File: config.mk
export PLATFORM = sky130hd
export DESIGN_NAME = feed_dispatcher
export DESIGN_NICKNAME = d
export VERILOG_FILES = /design/src/rtl/feed_dispatcher.sv
export SDC_FILE = /design/constraint.sdc
export NUM_CORES = 1
export LEC_CHECK = 0
export CORE_AREA = 2 2 200 202
export CTS_CLUSTER_SIZE = 16
export DETAILED_ROUTE_END_ITERATION = 7
export DIE_AREA = 0 0 202 204
export GPL_ROUTABILITY_DRIVEN = 0
export PLACE_DENSITY = 0.64
export SLEW_MARGIN = 15
export SYNTH_ARGS = -nofsm -noshare
export SYNTH_HDL_FRONTEND = slang
export SYNTH_SLANG_ARGS = --single-unit
File: constraint.sdc
create_clock -name clock -period 6 [get_ports clock]
set_input_delay 0.6 -clock clock [delete_from_list [all_inputs] [get_ports clock]]
set_output_delay 0.6 -clock clock [all_outputs]
set_load 0.05 [all_outputs]
File: src/rtl/feed_dispatcher.sv
// Round-robin task dispatcher and result merger for a pool of solver lanes.
// Buffers one task, grants it to the next eligible lane, and merges lane results into one output register.
module feed_dispatcher #(
  parameter int unsigned LANES        = 4,
  parameter int unsigned MAX_INFLIGHT = 8
) (
  input  logic                  clock,
  input  logic                  reset_n,
  input  logic [143:0]          in_data,
  input  logic                  in_valid,
  output logic                  in_ready,
  output logic [143:0]          lane_data,
  output logic [LANES-1:0]      lane_valid,
  input  logic [LANES-1:0]      lane_ready,
  input  logic [40*LANES-1:0]   lane_result,
  input  logic [LANES-1:0]      lane_result_valid,
  output logic [LANES-1:0]      lane_result_ready,
  output logic [39:0]           out_data,
  output logic                  out_valid,
  input  logic                  out_ready,
  output logic                  busy
);

  localparam int unsigned PW = (LANES > 1) ? $clog2(LANES) : 1;

  logic [143:0]   tbuf_q, tbuf_d;
  logic           tbuf_valid_q, tbuf_valid_d;
  logic [PW-1:0]  dptr_q, dptr_d;
  logic [PW-1:0]  cptr_q, cptr_d;
  logic [3:0]     inflight_q [LANES];
  logic [3:0]     inflight_d [LANES];
  logic [39:0]    out_data_q, out_data_d;
  logic           out_valid_q, out_valid_d;

  logic [LANES-1:0] elig;
  logic [PW-1:0]    dgrant, cgrant;
  logic             dfound, cfound;
  logic             dispatch_fire, collect_fire, accept;
  logic             any_inflight;

  // Returns {found, index} of the first requester at or after ptr, wrapping.
  function automatic logic [PW:0] rr_pick(input logic [LANES-1:0] req,
                                          input logic [PW-1:0]    ptr);
    logic          found;
    logic [PW-1:0] idx;
    int unsigned   cand;
    found = 1'b0;
    idx   = '0;
    for (int unsigned i = 0; i < LANES; i++) begin
      cand = int'(ptr) + i;
      if (cand >= LANES) cand = cand - LANES;
      if (!found && req[cand]) begin
        found = 1'b1;
        idx   = PW'(cand);
      end
    end
    return {found, idx};
  endfunction

  function automatic logic [PW-1:0] next_ptr(input logic [PW-1:0] g);
    return (g == PW'(LANES - 1)) ? '0 : g + PW'(1);
  endfunction

  always_comb begin
    for (int unsigned i = 0; i < LANES; i++) begin
      elig[i] = lane_ready[i] && (inflight_q[i] < 4'(MAX_INFLIGHT));
    end
  end

  always_comb begin
    {dfound, dgrant} = rr_pick(elig, dptr_q);
    {cfound, cgrant} = rr_pick(lane_result_valid, cptr_q);
  end

  // An eligible grant already implies lane_ready, so the fire needs no extra term.
  assign dispatch_fire     = tbuf_valid_q && dfound;
  assign collect_fire      = cfound && (!out_valid_q || out_ready);
  assign in_ready          = !tbuf_valid_q || dispatch_fire;
  assign accept            = in_valid && in_ready;
  assign lane_valid        = dispatch_fire ? (LANES'(1) << dgrant) : '0;
  assign lane_data         = tbuf_q;
  assign lane_result_ready = collect_fire ? (LANES'(1) << cgrant) : '0;
  assign out_data          = out_data_q;
  assign out_valid         = out_valid_q;

  always_comb begin
    any_inflight = 1'b0;
    for (int unsigned i = 0; i < LANES; i++) begin
      if (inflight_q[i] != 4'd0) any_inflight = 1'b1;
    end
  end

  assign busy = tbuf_valid_q || any_inflight || out_valid_q;

  always_comb begin
    tbuf_d       = accept ? in_data : tbuf_q;
    tbuf_valid_d = accept ? 1'b1 : (dispatch_fire ? 1'b0 : tbuf_valid_q);
    dptr_d       = dispatch_fire ? next_ptr(dgrant) : dptr_q;
    cptr_d       = collect_fire ? next_ptr(cgrant) : cptr_q;
    out_data_d   = collect_fire ? lane_result[cgrant*40 +: 40] : out_data_q;
    out_valid_d  = collect_fire ? 1'b1 : (out_ready ? 1'b0 : out_valid_q);
  end

  // A result on an idle lane is still accepted; the counter saturates at zero.
  always_comb begin
    for (int unsigned i = 0; i < LANES; i++) begin
      inflight_d[i] = inflight_q[i];
      if (dispatch_fire && (dgrant == PW'(i)) &&
          !(collect_fire && (cgrant == PW'(i)))) begin
        inflight_d[i] = inflight_q[i] + 4'd1;
      end else if (collect_fire && (cgrant == PW'(i)) &&
                   !(dispatch_fire && (dgrant == PW'(i)))) begin
        if (inflight_q[i] != 4'd0) inflight_d[i] = inflight_q[i] - 4'd1;
      end
    end
  end

  always_ff @(posedge clock or negedge reset_n) begin
    if (!reset_n) begin
      tbuf_q       <= '0;
      tbuf_valid_q <= 1'b0;
      dptr_q       <= '0;
      cptr_q       <= '0;
      out_data_q   <= '0;
      out_valid_q  <= 1'b0;
      for (int unsigned i = 0; i < LANES; i++) inflight_q[i] <= '0;
    end else begin
      tbuf_q       <= tbuf_d;
      tbuf_valid_q <= tbuf_valid_d;
      dptr_q       <= dptr_d;
      cptr_q       <= cptr_d;
      out_data_q   <= out_data_d;
      out_valid_q  <= out_valid_d;
      for (int unsigned i = 0; i < LANES; i++) inflight_q[i] <= inflight_d[i];
    end
  end

endmodule

Yosys cells after proc, flatten, opt, wreduce, memory -nomap -nowiden
Index checks and enable logic that the tools add are counted.
{ "totals": {"reg_bits": 206, "in_bits": 316, "out_inout_bits": 195, "wordCells": 197} }
{ "classes": {"n_addsub": 24, "mul": 1, "magnitude_cmp": 20, "eq_ne": 6, "shifts": 3, "mux": 64, "n_reduce_logical": 69} }
{ "op_table": {"columns": ["operator", "count"], "rows": [
  ["less-than comparator 32 x 3 -> 1 bit, second input constant", 8],
  ["two-way mux 32 bit", 8],
  ["indexed part select 160 x 9 -> 40 bit", 1],
  ["two-way mux 4 bit", 14],
  ["logical AND 1 bit", 29],
  ["two-way mux 1 bit", 24],
  ["subtractor 3 x 3 -> 4 bit, second input constant", 6],
  ["two-way mux 2 bit", 10],
  ["nonzero test 2 bit", 10],
  ["greater-or-equal comparator 3 bit, second input constant", 6],
  ["adder 4 x 1 -> 4 bit, second input constant", 4],
  ["binary-select mux 1 bit (select 2 bit)", 8],
  ["logical NOT 1 bit", 16],
  ["less-than comparator 4 bit, second input constant", 4],
  ["nonzero test 4 bit", 4],
  ["subtractor 4 x 1 -> 4 bit, second input constant", 4],
  ["adder 2 x 2 -> 3 bit, second input constant", 4],
  ["equality test 2 bit, second input constant", 4],
  ["AND reduction 2 bit", 4],
  ["<< shifter 1 x 2 -> 4 bit, first input constant", 2],
  ["subtractor 2 x 3 -> 4 bit, second input constant", 2],
  ["adder 2 x 1 -> 3 bit, second input constant", 2],
  ["greater-or-equal comparator 2 x 3 -> 1 bit, second input constant", 2],
  ["multiplier 2 x 3 -> 5 bit, second input constant", 1],
  ["4 further kinds", 10]
]} }

Depth between registers and ports, before layout
Gate-level depths: netlist of the first run.
{ "logic_depth": {"depth_word": 20, "depth_mapped": 15, "mapped_depth_nobuf": 15} }

Least setup slack after synthesis of the first run
Ideal clock, no wire load.
{ "synth_path": {"path_kind": "input -> register", "startpoint": "input lane_ready[3]", "endpoint": "register inflight_q[7] (netlist bit)", "arrival_time_ns": 3.278, "t_required_ns": 5.877, "setup_slack_ns": 2.600, "path_stages": 14, "cell_sequence": "nor2b_1 o32ai_1 a221oi_1 inv_1 ha_1 and2_1 ha_1 inv_1 ha_1 a21o_1 a21oi_1 xnor2_1 nand2_1 xnor2_1"} }
{ "synth_between": {"elab_chain_len": 19, "elab_cells_between_ends": 33} }
{ "synth_lines": {"columns": ["item", "line", "text"], "rows": [
  ["from (decl)", "14", "input logic [LANES-1:0] lane_ready,"],
  ["logical AND 1 bit (*)", "66", "elig[i] = lane_ready[i] && (inflight_q[i] < 4'(MAX_INFLIGHT));"],
  ["binary-select mux 1 bit (select 2 bit)", "52", "if (!found && req[cand]) begin"],
  ["two-way mux 1 bit (implied by the code)", "52", null],
  ["two-way mux 1 bit", "52", null],
  ["logical NOT 1 bit", "52", null],
  ["logical AND 1 bit", "52", null],
  ["two-way mux 1 bit", "52", null],
  ["logical NOT 1 bit", "52", null],
  ["[3 not listed]", null, null],
  ["logical AND 1 bit", "52", null],
  ["two-way mux 2 bit or two-way mux 1 bit (tied branches)", "52", null],
  ["equality test 2 bit or logical AND 1 bit (tied branches)", "108, 112, 76", null],
  ["logical AND 1 bit (*)", "108, 112", null],
  ["logical NOT 1 bit", "112", "!(dispatch_fire && (dgrant == PW'(i)))) begin"],
  ["logical AND 1 bit", "111", "end else if (collect_fire && (cgrant == PW'(i)) &&"],
  ["nonzero test 2 bit (no source line)", null, null],
  ["AND reduction 2 bit (no source line)", null, null],
  ["to (decl)", "30", "logic [3:0] inflight_q [LANES];"]
]} }
Mark *: on every way between the ends. The rest lies on a longest branch, timed or not. The select of a mux whose other input is x is not followed.
A chain may end at the register's enable or synchronous reset.

Worst setup path in the final report of the first run
{ "layout_path": {"startpoint": "input lane_result_valid[1]", "endpoint": "output lane_result_ready[3]"} }
{ "layout_between": {"elab_chain_len": 14, "elab_cells_between_ends": 25} }
{ "layout_lines": {"columns": ["item", "line", "text"], "rows": [
  ["from (decl)", "16", "input logic [LANES-1:0] lane_result_valid,"],
  ["binary-select mux 1 bit (select 2 bit)", "52", null],
  ["two-way mux 1 bit (implied by the code)", "52", null],
  ["two-way mux 1 bit", "52", null],
  ["logical NOT 1 bit", "52", null],
  ["logical AND 1 bit", "52", null],
  ["two-way mux 1 bit", "52", null],
  ["logical NOT 1 bit", "52", null],
  ["logical AND 1 bit", "52", null],
  ["two-way mux 1 bit", "52", null],
  ["logical NOT 1 bit", "52", null],
  ["logical AND 1 bit", "52", null],
  ["two-way mux 2 bit or two-way mux 1 bit (tied branches)", "52", null],
  ["<< shifter 1 x 2 -> 4 bit or logical AND 1 bit (tied branches)", "82, 77", null],
  ["two-way mux 4 bit (*)", "82", "assign lane_result_ready = collect_fire ? (LANES'(1) << cgrant) : '0;"],
  ["to (decl)", "17", "output logic [LANES-1:0] lane_result_ready,"]
]} }
Marked as above.

==> qor.yml, run 1 <==
drtIter0Drc: 349
grt_util_all_layers: 0.157
die_h_um: 204
fmax_ghz: 0.242
hold_viol_final: 0
rsz0062_at_grt: "no"
cts_tree: "done"
via_count: 7992
dp.cells: 1750
cts_num_sinks: 206
critPathKind: "in -> out"
grtUsageMet2: 0.278
wirelength_mm: 34.1
grt_use_met1: 0.177
required_ns: 5.40
ys_ff_latch: 206
initial_core_util: 0.250
status: "completed"
fin_skew_ns: 0.0148
grt_pass1_wl_mm: 51.0
seq_area_um2: 5150
ys_top_cells_by_count: "dfrtp_1 (206), nand2_1 (103), mux2_2 (88)"
synth_edf_count: 0
drv_cap: 0
insertedDiodeCount: 0
synth_top_cell_area_share: 0.526
synthesis.nets: 1090
synth_cells: 750
clk_pin_slew_ns: 0.06
rows: 73
insertion_delay_ns: 0.54
hpwl_mm: 26.2
grt_use_met3: 0.0518
layout.cells.non_filler: 1793
h-tree-depth: 1
area_delta_synth_final_pct: 64.8
die-area_um2: 41200
antenna_found_initial: 0
p_per_area_nw_per_um2: 489
hold_class: "in -> async"
ys.flop_type: "dfrtp_1"
max_slew_margin: 0.233
fin_crit_sh: 0.687
io_pins: 511
tns_ns: 0
start_kind: "input port"
vdd_ir_drop_max_mv: 0.257
fin_crit_ns: 4.12
synthMostInstantiatedCell: "dfrtp_1"
slew_viol_final: 0
placed_area_um2: 15300
synth.distinct_cells: 46
yosys_warnings: 0
power_leakage_nw: 6.71
drt-wirelength-per-cell_um: 19.0
grt_max_degree: 102
ys_async_sr_fraction: 1.00
crit_arrival_ns: 3.52
drive_gt1_frac: 0.159
worstMarginPinSlew_ns: 1.15
root_buffer: "clkbuf_16"
worstRegToRegCells: 13
fill_cells: 3711
final_cell_area_um2: 16100
io_buffers: 510
cts_hold_buf: 0
cts_resized: 0
drtAntennaViolNets: 0
grt_pass1_vias: 8748
post_cts_buffers: 0
cp_max_fo: 25
core-area_um2: 39200
multiInputGateArea_um2: 4280
fin_nets: 1592
top_usage_layer: "met2"
synthTopCellsByArea: "dfrtp_1 (53%), mux2_2 (10%), mux2_4 (9.2%)"
route.detailed.drc: 0
cts.path.max_buffers: 3
ys_seq_area_frac: 0.526
die_width_um: 202
yosys.area.top_type: "dfrtp_1"
synth_area_um2: 9800
grt_overflow: 0
viasPerCell: 4.46
cts_buffers: 25
drt-pass1-iter-count: 4
setup_viol: 0
end_kind: "output pin"
synth.avg_cell_area_um2: 13.1
## routing by layer
| metal | routed length (µm) | up-vias |
|---|---|---|
| met5 | 0 | - |
| met4 | 1040 | 0 |
| met3 | 3190 | 54 |
| met2 | 16900 | 384 |
| met1 | 13100 | 3897 |
| li1 | - | 3657 |
## cell families after synthesis
kind of cell	count (synthesis)	synth area share
multiplexers	188	0.234
adder cells (fa/ha/maj)	24	0.0337
AND/OR/NAND/NOR	147	0.0646
flip-flops	206	0.526
buffers and inverters	60	0.0393
AO/OA/AOI/OAI	109	0.0879
XOR/XNOR	16	0.0143
## sequential cells by signal, summed over array words and instances (netlist names)
| register | cells |
|---|---|
| out_valid | 1 |
| out_data | 40 |
| lane_data | 144 |
| inflight_q | 16 |
| tbuf_valid_q | 1 |
| dptr_q | 2 |
| cptr_q | 2 |
## report_power, final
group	internal, mW	switching (mW)
logic	1.66	2.56
registers	1.86	0.333
clock network	0.884	0.598
## through the flow
stage,util,power (mW),setup slack [ns],hold slack [ns]
5_1_grt,0.412,8.28,1.77,0.214
2_1_floorplan,-,4.97,2.60,0.304
4_1_cts,0.412,8.01,1.90,0.176
3_5_place_dp,0.391,6.46,1.91,0.479
6_report,0.412,7.90,1.88,0.147
3_3_place_gp,0.391,6.41,1.96,0.473
## area by class of cell
| class | count | area share |
|---|---|---|
| Tap cell | 525 | 0.0407 |
| Multi-Input combinational cell | 484 | 0.265 |
| Sequential cell | 206 | 0.319 |
| Inverter | 17 | 0.00411 |
| Clock buffer | 37 | 0.0453 |
| Clock inverter | 6 | 0.00450 |
| Timing Repair Buffer | 518 | 0.321 |
## critical path: stages
cell             delay [ns]
clkdlybuf4s50_1        0.57
a21boi_0               0.20
o221a_2                0.58
buf_4                  0.35
ha_1                   0.19
nand2_1                0.11
inv_1                  0.10
clkdlybuf4s50_1        0.80
## cell usage in the layout, fill, tap and decap left out, types with 2 or more instances in the layout
cell / netlist / routed
clkdlybuf4s50_1: 0 / 509
dfrtp_1: 206 / 206
nand2_1: 103 / 103
mux2_2: 88 / 88
mux2_4: 60 / 60
o21a_1: 41 / 41
mux2i_1: 40 / 40
a32oi_1: 40 / 40
clkbuf_16: 0 / 25
ha_1: 20 / 20
inv_1: 15 / 15
nor2_1: 15 / 15
xnor2_1: 12 / 12
a21oi_1: 11 / 10
clkbuf_8: 0 / 7
buf_4: 0 / 7
and2_1: 6 / 6
clkbuf_1: 16 / 6
nor2b_1: 5 / 5
nand2b_1: 4 / 4
or4_1: 4 / 4
xor2_1: 4 / 4
a21o_1: 4 / 4
fa_1: 4 / 4
o21ai_0: 3 / 3
clkinv_2: 0 / 3
a21boi_0: 2 / 2
nor3_1: 2 / 2
## path summary, 6_finish.rpt
| check | startpoint | endpoint | slack [ns] |
|---|---|---|---|
| worst min-delay path | reset_n | lane_data[65] | 0.15 |
| min in group clock | out_data[7] | out_data[7] | 0.49 |
| max in group asynchronous | reset_n | inflight_q[4] | 4.59 |
| worst max-delay path | lane_result_valid[1] | lane_result_ready[3] | 1.88 |
| worst max register to register | cptr_q[1] | inflight_q[3] | 2.61 |
| worst min register to register | out_data[7] | out_data[7] | 0.49 |
(Power assumes the default switching activity.)
==> run 2, diff against run 1 <==
CORE_AREA = 2 2 196 198   (was 2 2 200 202)
DIE_AREA = 0 0 198 200   (was 0 0 202 204)
PLACE_DENSITY = 0.66   (was 0.64)
clock period = 4.1 ns   (was 6 ns; I/O delays follow)
==> qor.yml, run 2 (synthesized netlist as in run 1, its figures left out) <==
timing.rr.start: "inflight_q[11]"
end_kind: "output pin"
fin_ws_ns: 0.687  # -1.19 ns
startpoint: "inflight_q[11]"
grt_pass1_vias: 8534  # -2.4%
insertedDiodeCount: 0  # unchanged
cts.path.max_buffers: 3  # unchanged
initial_core_util: 0.262  # +0.0119
whs_ns: 0.486  # +0.339 ns
fmax_ghz: 0.293
setup_viol: 0  # unchanged
rsz0062_at_grt: "no"
critPathKind: "reg -> out"
die-area_um2: 39600  # -3.9%
grt_util_all_layers: 0.155  # -0.00191
p_per_area_nw_per_um2: 724  # +48%
io_pins: 511  # unchanged
cts_resized: 0  # unchanged
fin_crit_sh: 0.833
drv_cap: 0  # unchanged
min-delay-start: "in_data[62]"
start_kind: "register"
tns_ns: 0  # unchanged
antenna_found_initial: 0  # unchanged
drtIter0Drc: 202  # -42%
area_delta_synth_final_pct: 66.7
vdd_ir_drop_max_mv: 0.461  # +79%
core-area_um2: 37400  # -4.6%
seq_area_um2: 5150  # unchanged
die_width_um: 198  # -2.0%
grt_pass1_wl_mm: 48.3  # -5.3%
status: "completed"
hold_class: "in -> reg"
drt-wirelength-per-cell_um: 18.3  # -4.1%
worstMarginPinSlew_ns: 0.841  # -0.307 ns
root_buffer: "clkbuf_16"
io_buffers: 510  # unchanged
slew_viol_final: 0  # unchanged
hpwl_mm: 24.8  # -5.6%
layout_commonest_cell: "clkdlybuf4s50_1"
route.detailed.drc: 0  # unchanged
final_cell_mix: "clkdlybuf4s50_1 (507), dfrtp_1 (206), nand2_1 (103)"
via_count: 7932  # -0.75%
cts_buffers: 25  # unchanged
h-tree-depth: 1  # unchanged
crit_arrival_ns: 3.00  # -0.52 ns
fin_nets: 1596  # +0.25%
largest_register_ffs: 144  # unchanged
hold_viol_final: 0  # unchanged
cp_max_fo: 4  # -84%
cts_tree: "done"
multiInputGateArea_um2: 4280  # unchanged
max_slew_margin: 0.440  # +0.206
wirelength_mm: 32.6  # -4.5%
grt_max_degree: 99  # -2.9%
drtAntennaViolNets: 0  # unchanged
rows: 71  # -2.7%
fin_crit_ns: 3.41
fin_skew_ns: 0.0249  # +0.0101 ns
drive_gt1_frac: 0.168  # +0.00867
grt_overflow: 0  # unchanged
cts_num_sinks: 206  # unchanged
insertion_delay_ns: 0.53  # about the same
dp_slack_ns: 0.475  # -1.44 ns
postLayoutCoreUtil: 0.437  # +0.0248
fill_cells: 3512  # -5.4%
die_h_um: 200  # -2.0%
clk_pin_slew_ns: 0.06  # about the same
drt-pass1-iter-count: 4  # unchanged
required_ns: 3.69  # -1.71 ns
power_leakage_nw: 6.81  # +1.5%
viasPerCell: 4.44  # -0.31%
## run 2: cell types whose count changed in the layout (fill, tap and decap cells not counted)
cell,previous run,this run
dlygate4sd3_1,0,1
inv_16,1,0
buf_12,1,6
clkbuf_1,6,1
bufinv_16,1,5
inv_6,0,2
clkdlybuf4s50_1,509,507
inv_8,0,1
clkinv_4,0,1
## run 2: cell type report
cell class,instances,area share
inverters,17,0.00406
well taps,511,0.0391
repair buffers,522,0.323
clock inverters,13,0.0129
multi-input cells,484,0.262
clock buffers,32,0.0436
flip-flops and latches,206,0.316
## run 2: where the power goes
part	switching, mW	internal (mW)	total, mW	leakage (nW)
clock network	0.892	1.55	2.44	0.454
registers	0.494	2.73	3.22	2.38
logic	3.71	2.46	6.17	3.98
total	5.10	6.73	11.8	6.81
## run 2: worst paths after layout
kind / endpoint / slack, ns / cells after the start
max: lane_valid[2] / 0.69 / 9
min: lane_data[62] / 0.49 / 2
max reg2reg: inflight_q[15] / 0.92 / 16
min reg2reg: out_data[0] / 0.49 / 1
max in group asynchronous: lane_data[105] / 2.57 / 3
min in group asynchronous: lane_data[139] / 0.50 / 2
## run 2: routing by layer
layer	up-vias	GRT usage	wire length, µm
li1	3673	-	-
met1	3841	0.173	12200
met2	373	0.277	16300
met3	45	0.0580	3350
met4	0	0.0457	781
met5	-	0	0
## run 2: through the flow
stage,total power [mW],instances,instance area (µm²)
after CTS,12.0,1785,16300
final,11.8,1785,16300
after detailed placement,9.46,1739,15400
after global placement,9.37,1739,15400
after floorplan,7.27,750,9800
after global routing,12.4,1785,16300
## run 2: what timing repair did
| action | in CTS | in global routing |
|---|---|---|
| hold buffers | 1 | 0 |
| buffers inserted | 0 | 0 |
| hold endpoints to repair | 13 | 0 |
## run 2: critical path, stage by stage, from the launching register on
cell and delay [ns]:
dfrtp_1 0.44, nand2b_1 0.22, a21oi_1 0.20, nor2_1 0.08, a221oi_1 0.25, buf_4 0.19
inv_1 0.06, ha_1 0.19, and2_1 0.15, clkdlybuf4s50_1 0.72
==> run 3, diff against run 2 <==
CORE_AREA = 2 2 200 202   (was 2 2 196 198)
DIE_AREA = 0 0 202 204   (was 0 0 198 200)
clock period = 3 ns   (was 4.1 ns; I/O delays follow)
==> qor.yml, run 3 (synthesized netlist as in run 1, its figures left out) <==
status: "completed"
grt_util_all_layers: 0.154  # -0.000774
fin_ws_ns: 0.111  # -0.575 ns
io_pins: 511  # unchanged
root_buffer: "clkbuf_16"
fin_skew_ns: 0.00749  # -0.0174 ns
power_leakage_nw: 6.96  # +2.2%
hold_class: "in -> async"
grt_overflow: 0  # unchanged
cts_tree: "done"
setup_viol: 0  # unchanged
pwr-share-clk: 0.186  # -0.020
path_buf_inv: 1  # -2
layout.cells.non_filler: 1825  # +2.2%
rr_endpoint: "inflight_q[15]"
crit_slowest_cell: "clkdlybuf4s50_1"
power.share.combinational: 0.542  # +0.020
grt_pass1_vias: 8822  # +3.4%
crit_path_max_incr_delay_ns: 0.71  # about the same
fmax_ghz: 0.346
rrSetupSlack_ns: 0.16  # -0.76 ns
max_slew_margin: 0.565  # +0.126
die-area_um2: 41200  # +4.1%
area_delta_synth_final_pct: 69.7
fin_crit_sh: 0.963
insertedDiodeCount: 0  # unchanged
netSwitchingPower_mw: 7.01  # +37%
rsz0062_at_grt: "yes"
via_count: 8011  # +1.0%
intPower_mw: 9.26  # +38%
drt-wirelength-per-cell_um: 18.1  # -0.60%
wirelength_mm: 33.1  # +1.6%
hold_viol_final: 0  # unchanged
initial_core_util: 0.250  # -0.0119
required_ns: 2.70  # -0.99 ns
worstRegToRegCells: 14  # -2
rows: 73  # +2.8%
crit_arrival_ns: 2.59  # -0.41 ns
drive_gt1_frac: 0.202  # +0.0336
critPathKind: "reg -> out"
io_buffers: 510  # unchanged
drv_cap: 0  # unchanged
cts_num_sinks: 206  # unchanged
cts.path.max_buffers: 3  # unchanged
largest_register_ffs: 144  # unchanged
end_kind: "output pin"
grt_max_degree: 83  # -16%
final_cell_area_um2: 16600  # +1.8%
clk_pin_slew_ns: 0.06  # about the same
h-tree-depth: 1  # unchanged
insertion_delay_ns: 0.52  # about the same
cp_max_fo: 4  # unchanged
drt-pass1-iter-count: 4  # unchanged
core-area_um2: 39200  # +4.8%
fin_crit_ns: 2.89
cts_buffers: 24  # -4.0%
die_width_um: 202  # +2.0%
cpLargestDelayFamily: "simple AND/OR/NAND/NOR gates"
timing.rr.start: "inflight_q[3]"
whs_ns: 0.347  # -0.138 ns
p_per_area_nw_per_um2: 979  # +35%
layout_commonest_cell: "clkdlybuf4s50_1"
final_cell_mix: "clkdlybuf4s50_1 (501), dfrtp_1 (203), nand2_1 (103)"
dp_slack_ns: -0.291  # -0.766 ns
power_frac_seq: 0.272  # about the same
hpwl_mm: 25.3  # +2.3%
p_sw_frac: 0.431  # about the same
start_kind: "register"
drtAntennaViolNets: 0  # unchanged
grt_pass1_wl_mm: 50.3  # +4.0%
die_h_um: 204  # +2.0%
crit_chain: "or4_1 > nor3_1 > nand2_1 > clkdlybuf4s50_1"
slew_viol_final: 0  # unchanged
route.detailed.drc: 0  # unchanged
vdd_ir_drop_max_mv: 0.537  # +17%
viasPerCell: 4.39  # -1.2%
antenna_found_initial: 0  # unchanged
placed_area_um2: 15700  # +2.2%
worstMarginPinSlew_ns: 0.650  # -0.191 ns
drtIter0Drc: 351  # +74%
dp.cells: 1782  # +2.5%
fin_nets: 1626  # +1.9%
run 3: cell count changes in the layout (fill, tap and decap cells not counted), moves of 4 or more:
cell             before  now
and2_2                0    4
a21oi_1              10    6
buf_12                6   14
buf_4                 7   36
a21oi_2               0    4
and2_1                6    2
clkdlybuf4s50_1     507  501
clkbuf_1              1    5
run 3: timing repair:
action / 4_1_cts / 5_1_grt
setup buffers: 0 / 2
endpoints found under the setup margin: 0 / 4
hold buffers: 1 / 0
gates resized for setup: 0 / 16
endpoints found under the hold margin: 71 / 0
run 3: layer usage:
layer,vias to the layer above,GRT usage,part of all wire
li1,3732,-,-
met4,0,0.0551,0.031
met5,-,0,0
met1,3862,0.180,0.39
met2,365,0.267,0.49
met3,52,0.0496,0.093
run 3: how the worst max path moves through the flow:
stage / start / end / slack, ns / depth (start not counted)
global placement: lane_ready[0] / inflight_q[7] / -0.19 / 16
global route: inflight_q[3] / inflight_q[7] / -0.06 / 14
detailed placement: lane_ready[3] / inflight_q[15] / -0.29 / 15
finish: inflight_q[8] / busy / 0.11 / 4
CTS: inflight_q[11] / inflight_q[15] / 0.02 / 15
floorplan: inflight_q[3] / inflight_q[7] / 0.03 / 14
run 3: area by class of cell:
class                           count  area, µm²
Fill cell                        3607      22600
Timing Repair Buffer              553       5590
Sequential cell                   206       5160
Multi-Input combinational cell    484       4340
Clock buffer                       35        713
Tap cell                          525        657
Clock inverter                      5        103
Inverter                           17       66.3
run 3: power groups by stage:
stage	Clock [mW]	Sequential, mW	Combinational, mW
floorplan	0	7.13	2.81
global placement	0	4.44	8.67
detailed placement	0	4.46	8.76
CTS	3.15	4.44	8.80
global route	3.22	4.56	9.28
finish	3.03	4.43	8.81
run 3: metrics by stage:
stage           util  total power [mW]  TNS [ns]
2_1_floorplan      -              9.94         0
3_3_place_gp   0.402              13.1    -0.509
3_5_place_dp   0.402              13.2     -1.25
4_1_cts        0.423              16.4         0
5_1_grt        0.424              17.1    -0.139
6_report       0.424              16.3         0
